==> src/rtl/uart_tx_cfg_if.sv <==
// Producer-side bundle for uart_tx_cfg: word/request in, serial line and status out.
interface uart_tx_cfg_if #(
  parameter int DATA_BITS = 8
);
  logic [DATA_BITS-1:0] Data_to_send;
  logic                 Tx_Start;
  logic                 Tx;
  logic                 Tx_Busy;
  logic                 Tx_Done;

  // Producer (CPU/FIFO) side.
  modport master (
    output Data_to_send,
    output Tx_Start,
    input  Tx,
    input  Tx_Busy,
    input  Tx_Done
  );

  // Transmitter side.
  modport slave (
    input  Data_to_send,
    input  Tx_Start,
    output Tx,
    output Tx_Busy,
    output Tx_Done
  );
endinterface

==> src/rtl/uart_tx_cfg.sv <==
// Parametrised UART transmitter: start bit, DATA_BITS data bits LSB first,
// optional even/odd parity, 1 or 2 stop bits. Word is latched at accept.
//
// state  | meaning
// -------+-----------------------------------------------------------
// IDLE   | line high, waiting for Tx_Start
// START  | start bit (Tx=0) for one bit time
// DATA   | shifting out latched word, LSB first
// PARITY | parity of latched word (inverted for odd parity)
// STOP   | line high for STOP_BITS bit times, then Tx_Done pulse
module uart_tx_cfg #(
  parameter int CLKS_PER_BIT = 434,
  parameter int DATA_BITS    = 8,
  parameter int PARITY_EN    = 1,
  parameter int PARITY_ODD   = 0,
  parameter int STOP_BITS    = 1
) (
  input  logic          clock,
  input  logic          reset,
  uart_tx_cfg_if.slave  bus
);

  localparam int TW = (CLKS_PER_BIT > 1) ? $clog2(CLKS_PER_BIT) : 1;
  localparam int BW = $clog2(DATA_BITS);

  localparam logic [TW-1:0] BIT_LAST  = TW'(CLKS_PER_BIT - 1);
  localparam logic [BW-1:0] DATA_LAST = BW'(DATA_BITS - 1);
  localparam logic [BW-1:0] STOP_LAST = BW'(STOP_BITS - 1);
  localparam logic          PAR_ODD   = (PARITY_ODD != 0);
  localparam logic          PAR_EN    = (PARITY_EN != 0);

  typedef enum logic [2:0] {
    IDLE   = 3'd0,
    START  = 3'd1,
    DATA   = 3'd2,
    PARITY = 3'd3,
    STOP   = 3'd4
  } state_t;

  state_t               r_state;
  logic [TW-1:0]        r_timer;
  logic [BW-1:0]        r_bit_idx;
  logic [DATA_BITS-1:0] r_shift;
  logic                 r_parity;
  logic                 r_tx;
  logic                 r_busy;
  logic                 r_done;

  state_t               w_state_next;
  logic [TW-1:0]        w_timer_next;
  logic [BW-1:0]        w_bit_idx_next;
  logic [DATA_BITS-1:0] w_shift_next;
  logic                 w_parity_next;
  logic                 w_tx_next;
  logic                 w_busy_next;
  logic                 w_done_next;
  logic                 w_bit_end;

  assign w_bit_end = (r_timer == BIT_LAST);

  // State and all output registers; outputs are driven only from flops.
  always_ff @(posedge clock or posedge reset) begin
    if (reset) begin
      r_state   <= IDLE;
      r_timer   <= '0;
      r_bit_idx <= '0;
      r_shift   <= '0;
      r_parity  <= 1'b0;
      r_tx      <= 1'b1;
      r_busy    <= 1'b0;
      r_done    <= 1'b0;
    end else begin
      r_state   <= w_state_next;
      r_timer   <= w_timer_next;
      r_bit_idx <= w_bit_idx_next;
      r_shift   <= w_shift_next;
      r_parity  <= w_parity_next;
      r_tx      <= w_tx_next;
      r_busy    <= w_busy_next;
      r_done    <= w_done_next;
    end
  end

  // Next-state and next-output logic; the bit timer runs 0..CLKS_PER_BIT-1
  // and is reloaded to 0 on every bit boundary regardless of state.
  always_comb begin
    w_state_next   = r_state;
    w_timer_next   = r_timer + 1'b1;
    w_bit_idx_next = r_bit_idx;
    w_shift_next   = r_shift;
    w_parity_next  = r_parity;
    w_tx_next      = r_tx;
    w_busy_next    = r_busy;
    w_done_next    = 1'b0;

    case (r_state)
      IDLE: begin
        w_timer_next = '0;
        w_tx_next    = 1'b1;
        w_busy_next  = 1'b0;
        if (bus.Tx_Start) begin
          w_shift_next   = bus.Data_to_send;
          w_parity_next  = (^bus.Data_to_send) ^ PAR_ODD;
          w_bit_idx_next = '0;
          w_state_next   = START;
          w_tx_next      = 1'b0;
          w_busy_next    = 1'b1;
        end
      end

      START: begin
        if (w_bit_end) begin
          w_timer_next   = '0;
          w_bit_idx_next = '0;
          w_state_next   = DATA;
          w_tx_next      = r_shift[0];
        end
      end

      DATA: begin
        if (w_bit_end) begin
          w_timer_next = '0;
          w_shift_next = {1'b0, r_shift[DATA_BITS-1:1]};
          if (r_bit_idx == DATA_LAST) begin
            w_bit_idx_next = '0;
            if (PAR_EN) begin
              w_state_next = PARITY;
              w_tx_next    = r_parity;
            end else begin
              w_state_next = STOP;
              w_tx_next    = 1'b1;
            end
          end else begin
            w_bit_idx_next = r_bit_idx + 1'b1;
            w_tx_next      = r_shift[1];
          end
        end
      end

      PARITY: begin
        if (w_bit_end) begin
          w_timer_next   = '0;
          w_bit_idx_next = '0;
          w_state_next   = STOP;
          w_tx_next      = 1'b1;
        end
      end

      STOP: begin
        w_tx_next = 1'b1;
        if (w_bit_end) begin
          w_timer_next = '0;
          if (r_bit_idx == STOP_LAST) begin
            w_bit_idx_next = '0;
            w_state_next   = IDLE;
            w_busy_next    = 1'b0;
            w_done_next    = 1'b1;
          end else begin
            w_bit_idx_next = r_bit_idx + 1'b1;
          end
        end
      end

      default: begin
        w_state_next   = IDLE;
        w_timer_next   = '0;
        w_bit_idx_next = '0;
        w_tx_next      = 1'b1;
        w_busy_next    = 1'b0;
      end
    endcase
  end

  assign bus.Tx      = r_tx;
  assign bus.Tx_Busy = r_busy;
  assign bus.Tx_Done = r_done;

endmodule
==> src/flat_wrapper.sv <==
// flat-port wrapper written by rule: the top's interface ports become plain ports
module uart_tx_cfg_flat 
#(
  parameter int CLKS_PER_BIT = 434,
  parameter int DATA_BITS    = 8,
  parameter int PARITY_EN    = 1,
  parameter int PARITY_ODD   = 0,
  parameter int STOP_BITS    = 1
)
  (clock, reset, bus_Data_to_send, bus_Tx_Start, bus_Tx, bus_Tx_Busy, bus_Tx_Done);
  uart_tx_cfg_if #(.DATA_BITS(DATA_BITS)) bus_i ();
  input  logic clock;
  input  logic reset;
  input wire logic [$bits(bus_i.Data_to_send)-1:0] bus_Data_to_send;
  input wire logic [$bits(bus_i.Tx_Start)-1:0] bus_Tx_Start;
  output wire logic [$bits(bus_i.Tx)-1:0] bus_Tx;
  output wire logic [$bits(bus_i.Tx_Busy)-1:0] bus_Tx_Busy;
  output wire logic [$bits(bus_i.Tx_Done)-1:0] bus_Tx_Done;
  assign bus_i.Data_to_send = bus_Data_to_send;
  assign bus_i.Tx_Start = bus_Tx_Start;
  assign bus_Tx = bus_i.Tx;
  assign bus_Tx_Busy = bus_i.Tx_Busy;
  assign bus_Tx_Done = bus_i.Tx_Done;
  uart_tx_cfg #(.CLKS_PER_BIT(CLKS_PER_BIT), .DATA_BITS(DATA_BITS), .PARITY_EN(PARITY_EN), .PARITY_ODD(PARITY_ODD), .STOP_BITS(STOP_BITS)) u_core (.clock(clock), .reset(reset), .bus(bus_i));
endmodule
==> config.mk <==
export PLATFORM = sky130hd
export DESIGN_NAME = uart_tx_cfg_flat
export DESIGN_NICKNAME = d
export VERILOG_FILES = /design/src/rtl/uart_tx_cfg_if.sv /design/src/rtl/uart_tx_cfg.sv /design/src/flat_wrapper.sv
export SDC_FILE = /design/constraint.sdc
export NUM_CORES = 1
export LEC_CHECK = 0
export CORE_ASPECT_RATIO = 2
export CORE_MARGIN = 2
export CORE_UTILIZATION = 35
export CTS_BUF_LIST = sky130_fd_sc_hd__clkbuf_8 sky130_fd_sc_hd__clkbuf_16
export CTS_CLUSTER_DIAMETER = 200
export CTS_CLUSTER_SIZE = 24
export DETAILED_ROUTE_END_ITERATION = 8
export PLACE_DENSITY = 0.56
export REMOVE_ABC_BUFFERS = 1
export SKIP_LAST_GASP = 1
export SYNTH_ARGS = -nofsm -noshare
export SYNTH_HDL_FRONTEND = slang
export SYNTH_SLANG_ARGS = --single-unit
==> constraint.sdc <==
create_clock -name clock -period 1.5 [get_ports clock]
set_input_delay 0.3 -clock clock [delete_from_list [all_inputs] [get_ports clock]]
set_output_delay 0.3 -clock clock [all_outputs]
set_load 0.005 [all_outputs]
==> impl_metrics.toml <==
[place]
place_congestion = 0.891
hpwl_microns = 2700
place_area_sq_um = 1930
port_buffers = 13

[worst_setup_path]
critPathMaxFanout = 3
ff2ff_path_depth = 6
cpMaxStageDelayCell = "dfrtp_1"
end_kind = "flop"
worst-endpoint-required_ps = 1660
arrival_ps = 1860
crit_path_cell_trace = "inv_1 -> ha_2 -> and4b_2 -> nand2_2 -> a22oi_4 -> mux2_1"
crit-reg2reg-launch = "u_core.r_timer[1]$_DFF_PP0_"
max_stage_delay_ps = 390
r2r_end = "u_core.r_bit_idx[1]$_DFFE_PP0P_"
critPathKind = "flop to flop"
path_buf_inv = 1
path_delay_family = "flip-flops"
r2r_setup_slack_ps = -200
start_kind = "flop"

[synth]
syn_inst = 150
synth_area_sq_um = 1570
yosysSeqAreaShare = 0.431
ys.flop_type = "dfrtp_1"
async_flop_share = 1.00
ys_ff_latch = 27
synth_area_per_cell_sq_um = 10.5
synth_edf_count = 0
ys_warn_count = 0
synth.distinct_cells = 47

[global_routing]
grt_first_pass_wirelength_microns = 6020
grt_max_degree = 28
grt_pass1_vias = 1409
grt_overflow_total = 0
antenna_found_initial = 0
grt_use_total = 0.153

[detailed_routing]
drc = 0
routedWlPerCell_microns = 14.2
drt.antenna.violating_nets = 0
dr_total_vias = 1260
via_per_inst = 5.10
wirelength_microns = 3510
drtIter0Drc = 11
drt_first_pass_iters = 4

[clock_tree]
clock_sink_count = 27
tritoncts = "built"
h-tree-depth = 1
cts.path.max_buffers = 2
insertion_delay_ps = 270
cts_made_buffers = 3
root_buffer = "clkbuf_8"
holdBufCountCts = 0
clk_pin_slew_ps = 90

[timing]
setup-violations-final = 18
finalCritPeriodShare = 1.13
hold_viol_final = 0
finalClockSkew_ps = 5.39
max_freq_ghz = 0.588
max-slew-margin-rel = 0.790
fin_ws_ps = -200
fin_crit_ps = 1700
tightestPinTransition_ps = 313
slew_viol_final = 0
rsz0062_at_grt = "true"

[floorplanning]
start_util = 0.362
die_area_sq_um = 5070
io_pins = 14
die_x_microns = 51.4
coreArea_sq_um = 4340
fp-row-count = 34
die_y_microns = 98.7

[power_and_ir_drop]
irDropWorstVdd_uv = 997
switching_share = 0.298
power_frac_clock = 0.209
power.net_switching_uw = 590
p_leak_uw = 0.000891
p_seq_frac = 0.471
p_int_uw = 1390
combPwrFrac = 0.321
p_per_area_nw_per_um2 = 949

[job]
drv_cap = 0

[layout]
syn_to_final_growth_pct = 32.9
diodes = 0
fin_util = 0.481
drive_gt1_frac = 0.306
nets = 210
finish.instance_area_sq_um = 2090

[run_status]
outcome = "finished with violations"
violations = "negative setup slack"

[hold_path]
hold_class = "input pin to async pin"
-- routing by layer --
metal,GRT usage,up-vias,part of all wire
li1,-,615,-
met5,0,-,0
met4,0.0749,0,0.015
met3,0.0152,6,0.017
met2,0.288,19,0.59
met1,0.160,620,0.37
-- flip-flops by register name, indices dropped and copies added, names as in the netlist --
name                cells
u_core.bus.Tx_Busy      1
u_core.r_bit_idx        3
u_core.bus.Tx_Done      1
u_core.r_parity         1
u_core.r_state          3
u_core.r_shift          8
u_core.bus.Tx           1
u_core.r_timer          9
-- area by class of cell --
type,count,area [sq um]
clock buffers,3,41.3
clock inverters,1,3.75
fillers,420,2250
inverters,7,26.3
multi-input cells,110,866
flip-flops and latches,27,681
well taps,54,67.6
repair buffers,45,402
-- cell families (layout without fill, tap and decap cells) --
family	after synthesis	in the layout	synth area share
AOI/OAI and AO/OA	30	30	0.143
xor gates and xnor gates	13	13	0.0725
adders and majority gates	5	5	0.0398
buffers and inverters	13	56	0.0534
DFF	27	27	0.431
muxes	11	11	0.0725
and+or+nand+nor	51	51	0.187
-- how the worst max path moves through the flow --
stage / end / depth (start not counted) / start
floorplan: u_core.r_shift[7]$_DFFE_PP0P_ / 3 / u_core.r_state[1]$_DFFE_PP0P_
finish: u_core.r_bit_idx[1]$_DFFE_PP0P_ / 6 / u_core.r_timer[1]$_DFF_PP0_
CTS: u_core.r_bit_idx[1]$_DFFE_PP0P_ / 6 / u_core.r_timer[1]$_DFF_PP0_
global placement: u_core.r_shift[6]$_DFFE_PP0P_ / 5 / bus_Tx_Start
detailed placement: u_core.r_shift[1]$_DFFE_PP0P_ / 4 / bus_Tx_Start
global route: u_core.r_bit_idx[2]$_DFFE_PP0P_ / 6 / u_core.r_timer[1]$_DFF_PP0_
-- what timing repair did --
item / in CTS / in global routing
pin swaps: 2 / 7
setup buffers: 1 / 4
resized for setup: 7 / 11
gates cloned: 0 / 0
setup endpoints to repair: 14 / 28
-- layout by cell type (no fill, tap or decap), types with 2 or more instances in the layout --
cell,n
buf_4,28
dfrtp_1,23
nand2_1,12
clkdlybuf4s50_1,12
nor2_1,11
xnor2_1,11
mux2i_1,8
inv_1,7
a21oi_1,7
o21ai_1,6
ha_1,4
nor2b_1,3
o21ai_2,3
nor3_1,3
nand3_1,3
mux2_1,3
clkbuf_8,3
dfrtp_2,3
nor3b_4,2
o21ai_0,2
or3_1,2
xor2_1,2
buf_6,2
buf_12,2
-- Yosys cell counts (all sizes together) (2+ instances only) --
cell type / instances / area share
or2: 2 / 0.0080
nor3: 5 / 0.019
mux2: 3 / 0.022
nor3b: 3 / 0.022
nand3: 4 / 0.013
a22oi: 2 / 0.018
dfrtp: 26 / 0.41
nand2: 13 / 0.033
ha: 5 / 0.040
a21oi: 8 / 0.028
o21ai: 11 / 0.042
or3: 2 / 0.0080
xor2: 2 / 0.011
nor2b: 3 / 0.012
nor2: 12 / 0.029
buf: 6 / 0.037
a31oi: 2 / 0.012
mux2i: 8 / 0.051
xnor2: 11 / 0.061
inv: 7 / 0.017
-- power by group through the flow --
stage | clock [uW] | combinational, uW | sequential [uW]
6_report | 413 | 635 | 932
5_1_grt | 464 | 712 | 943
4_1_cts | 426 | 603 | 932
3_5_place_dp | 0 | 600 | 944
3_3_place_gp | 0 | 574 | 933
2_1_floorplan | 0 | 291 | 974
-- per-stage QoR --
stage | hold slack [ps] | power, uW | TNS, ps | cells | worst slack [ps]
6_report | 351 | 1980 | -1120 | 247 | -200
5_1_grt | 370 | 2120 | -2640 | 247 | -258
4_1_cts | 355 | 1960 | -707 | 243 | -217
3_5_place_dp | 458 | 1540 | -3660 | 238 | -372
3_3_place_gp | 454 | 1510 | -2840 | 238 | -289
2_1_floorplan | 352 | 1260 | -6610 | 144 | -831
-- worst register-to-register path, stage by stage (launching register included) --
cell	delay, ps
dfrtp_1	390
inv_1	60
ha_2	170
and4b_2	290
nand2_2	100
a22oi_4	240
mux2_1	340
Power figures use the tool's default switching activity.
==> edit, RTL diff (config.mk and constraints unchanged) <==
Take the reset off `r_shift` and load it in a clocked block of its own.
--- a/src/rtl/uart_tx_cfg.sv
+++ b/src/rtl/uart_tx_cfg.sv
@@ -64,7 +64,6 @@
       r_state   <= IDLE;
       r_timer   <= '0;
       r_bit_idx <= '0;
-      r_shift   <= '0;
       r_parity  <= 1'b0;
       r_tx      <= 1'b1;
       r_busy    <= 1'b0;
@@ -73,12 +72,15 @@
       r_state   <= w_state_next;
       r_timer   <= w_timer_next;
       r_bit_idx <= w_bit_idx_next;
-      r_shift   <= w_shift_next;
       r_parity  <= w_parity_next;
       r_tx      <= w_tx_next;
       r_busy    <= w_busy_next;
       r_done    <= w_done_next;
     end
+  end
+
+  always_ff @(posedge clock) begin
+    r_shift <= w_shift_next;
   end
 
   // Next-state and next-output logic; the bit timer runs 0..CLKS_PER_BIT-1
Behaviour: same outputs for any inputs over 10 cycles, from zero or initial values and one cycle with reset high; that may be too few to reach the edited logic, so the function may still have changed.
==> edit against the unedited design <==
  * Via count is 13% lower
  * Sequential cell count is the same
  * Cell area is 6.8% lower
  * Non-clock buffer count fell by 6
  * Synthesized area is 6.7% lower
  * The run still ends with negative setup slack left
  * Largest cell class unchanged
  * Setup slack improved by 0.085 ns
  * Routed wire length fell by 11%
  * Clock skew shrank 0.0018 ns
  * Highest routed layer unchanged
Power is not compared: it rests on default switching activity, and its combinational part moved more than twofold at a synthesized area within 25%.
==> edit: results (changes against the unedited design) <==
route:
  drtIter0Drc: 17  # +6
  vias_per_cell: 4.892  # -4.1%
  drtPass1Iterations: 4  # unchanged
  post_drt_wl_per_cell_um: 14.09  # -0.97%
setup_path:
  crit_fanout: 3  # unchanged
  arrival_ns: 1.78  # -0.08 ns
  r2r-start: "u_core.r_timer[0]"
  cp-endpoint: "u_core.r_bit_idx[2]"
timing:
  setup_ws_ns: -0.1146  # +0.08529 ns
  finalSetupViolations: 12  # -6
  fin_skew_ns: 0.003561  # -0.001829 ns
  worst_pin_slew_ns: 0.4211  # +0.1081 ns
placement:
  portBuffers: 13  # unchanged
  pre_cts_ws_ns: -0.1893  # +0.1829 ns
  hpwl_mm: 2.358  # -13%
  postPlaceCellArea_um2: 1810  # -6.0%
  gp_congestion: 0.9014  # +1.1%
  placed_cells: 214  # -10%
power_and_ir_drop:
  p_leak_nw: 0.7670
  power_switching_w: 0.0002776
  irDropWorstVdd_mv: 0.5565
global_route:
  antenna_found_initial: 0  # unchanged
  grt_max_degree: 20  # -29%
  track_usage: 0.1469  # -0.006338
  first_global_vias: 1188  # -16%
  grt_pass1_wl_mm: 5.250  # -13%
yosys:
  synthTopCellsByArea: "dfrtp_1, edfxtp_1, mux2_2, xnor2_1, nor2_1"
  yosysWarnings: 0  # unchanged
  ys_async_sr_fraction: 0.7037  # -0.2963
  syn_inst: 132  # -12%
  synth.distinct_cells: 39  # -17%
  ys_seq_area_frac: 0.4893  # +0.05825
  synthTopCellsByCount: "dfrtp_1, nor2_1, edfxtp_1, nand2_1, xnor2_1"
  synth_edf_count: 8  # +8
outcome:
  status: "finished with violations"
  violations: "negative setup slack"
layout:
  nets: 188  # -10%
  layout-drive-gt1-share: 0.3450  # +0.03933
  layout.cells.non_filler: 223  # -9.7%
  regMostFlops: "u_core.r_timer"
  nFillCells: 415  # -1.2%
min_path:
  hold_class: "in2async"
clocking:
  cts.path.max_buffers: 2  # unchanged
==> edit: kinds of logic after synthesis <==
| group | count (synthesis) | synth area share |
|---|---|---|
| muxes | 10 | 0.07430 |
| buffers and inverters | 8 | 0.03245 |
| adders and majority gates | 5 | 0.04270 |
| and+or+nand+nor | 50 | 0.1904 |
| AOI/OAI and AO/OA | 17 | 0.08113 |
| DFF | 27 | 0.4893 |
| xor gates and xnor gates | 15 | 0.08967 |
==> edit: stage by stage <==
step | setup TNS [ns] | utilization
2_1_floorplan | -3.484 | -
3_3_place_gp | -1.990 | 0.4474
3_5_place_dp | -2.223 | 0.4474
4_1_cts | -1.877 | 0.4716
5_1_grt | -2.527 | 0.4805
6_report | -1.191 | 0.4805
==> edit: worst min-delay path by stage <==
stage,startpoint,endpoint,slack [ns],cells after the start
after global placement,u_core.r_parity,u_core.r_parity,0.51,2
after CTS,reset,u_core.r_state[1],0.35,3
final,reset,u_core.r_timer[2],0.34,3
after detailed placement,u_core.r_timer[8],u_core.r_timer[8],0.53,2
after floorplan,reset,u_core.bus.Tx_Busy,0.25,1
after global routing,reset,u_core.bus.Tx_Done,0.35,3
==> edit: cell type report <==
class / count / area share
tap: 52 / 0.03346
timing repair buffer: 39 / 0.1795
clock buffer: 3 / 0.02124
inverter: 4 / 0.007722
sequential: 27 / 0.3700
multi-input combinational: 97 / 0.3855
clock inverter: 1 / 0.002574
==> edit: critical path: stages, from the launching register on <==
cell	delay [ns]
dfrtp_1	0.40
ha_1	0.19
and4b_2	0.25
buf_4	0.16
a311oi_4	0.29
a211oi_2	0.08
a2bb2oi_2	0.14
==> edit: per-layer routing <==
metal / vias to the layer above / GRT usage / share of wire
met1: 531 / 0.1466 / 0.38
li1: 537 / - / -
met5: - / 0 / 0
met2: 15 / 0.2822 / 0.57
met4: 0 / 0.08333 / 0.027
met3: 8 / 0.01881 / 0.018
==> edit: power by group through the flow <==
| stage | combinational [W] | clock, W | sequential, W |
|---|---|---|---|
| 3_3_place_gp | 0.000103 | 0 | 0.000781 |
| 4_1_cts | 0.000107 | 0.000434 | 0.000767 |
| 6_report | 0.000104 | 0.000418 | 0.000767 |
| 2_1_floorplan | 0.0000598 | 0 | 0.000780 |
| 5_1_grt | 0.000117 | 0.000469 | 0.000768 |
| 3_5_place_dp | 0.000106 | 0 | 0.000782 |
==> edit: what timing repair did <==
action | in CTS | in global routing
buffers inserted | 3 | 2
pin swaps | 3 | 2
endpoints found under the setup margin | 28 | 34
resized for setup | 5 | 9
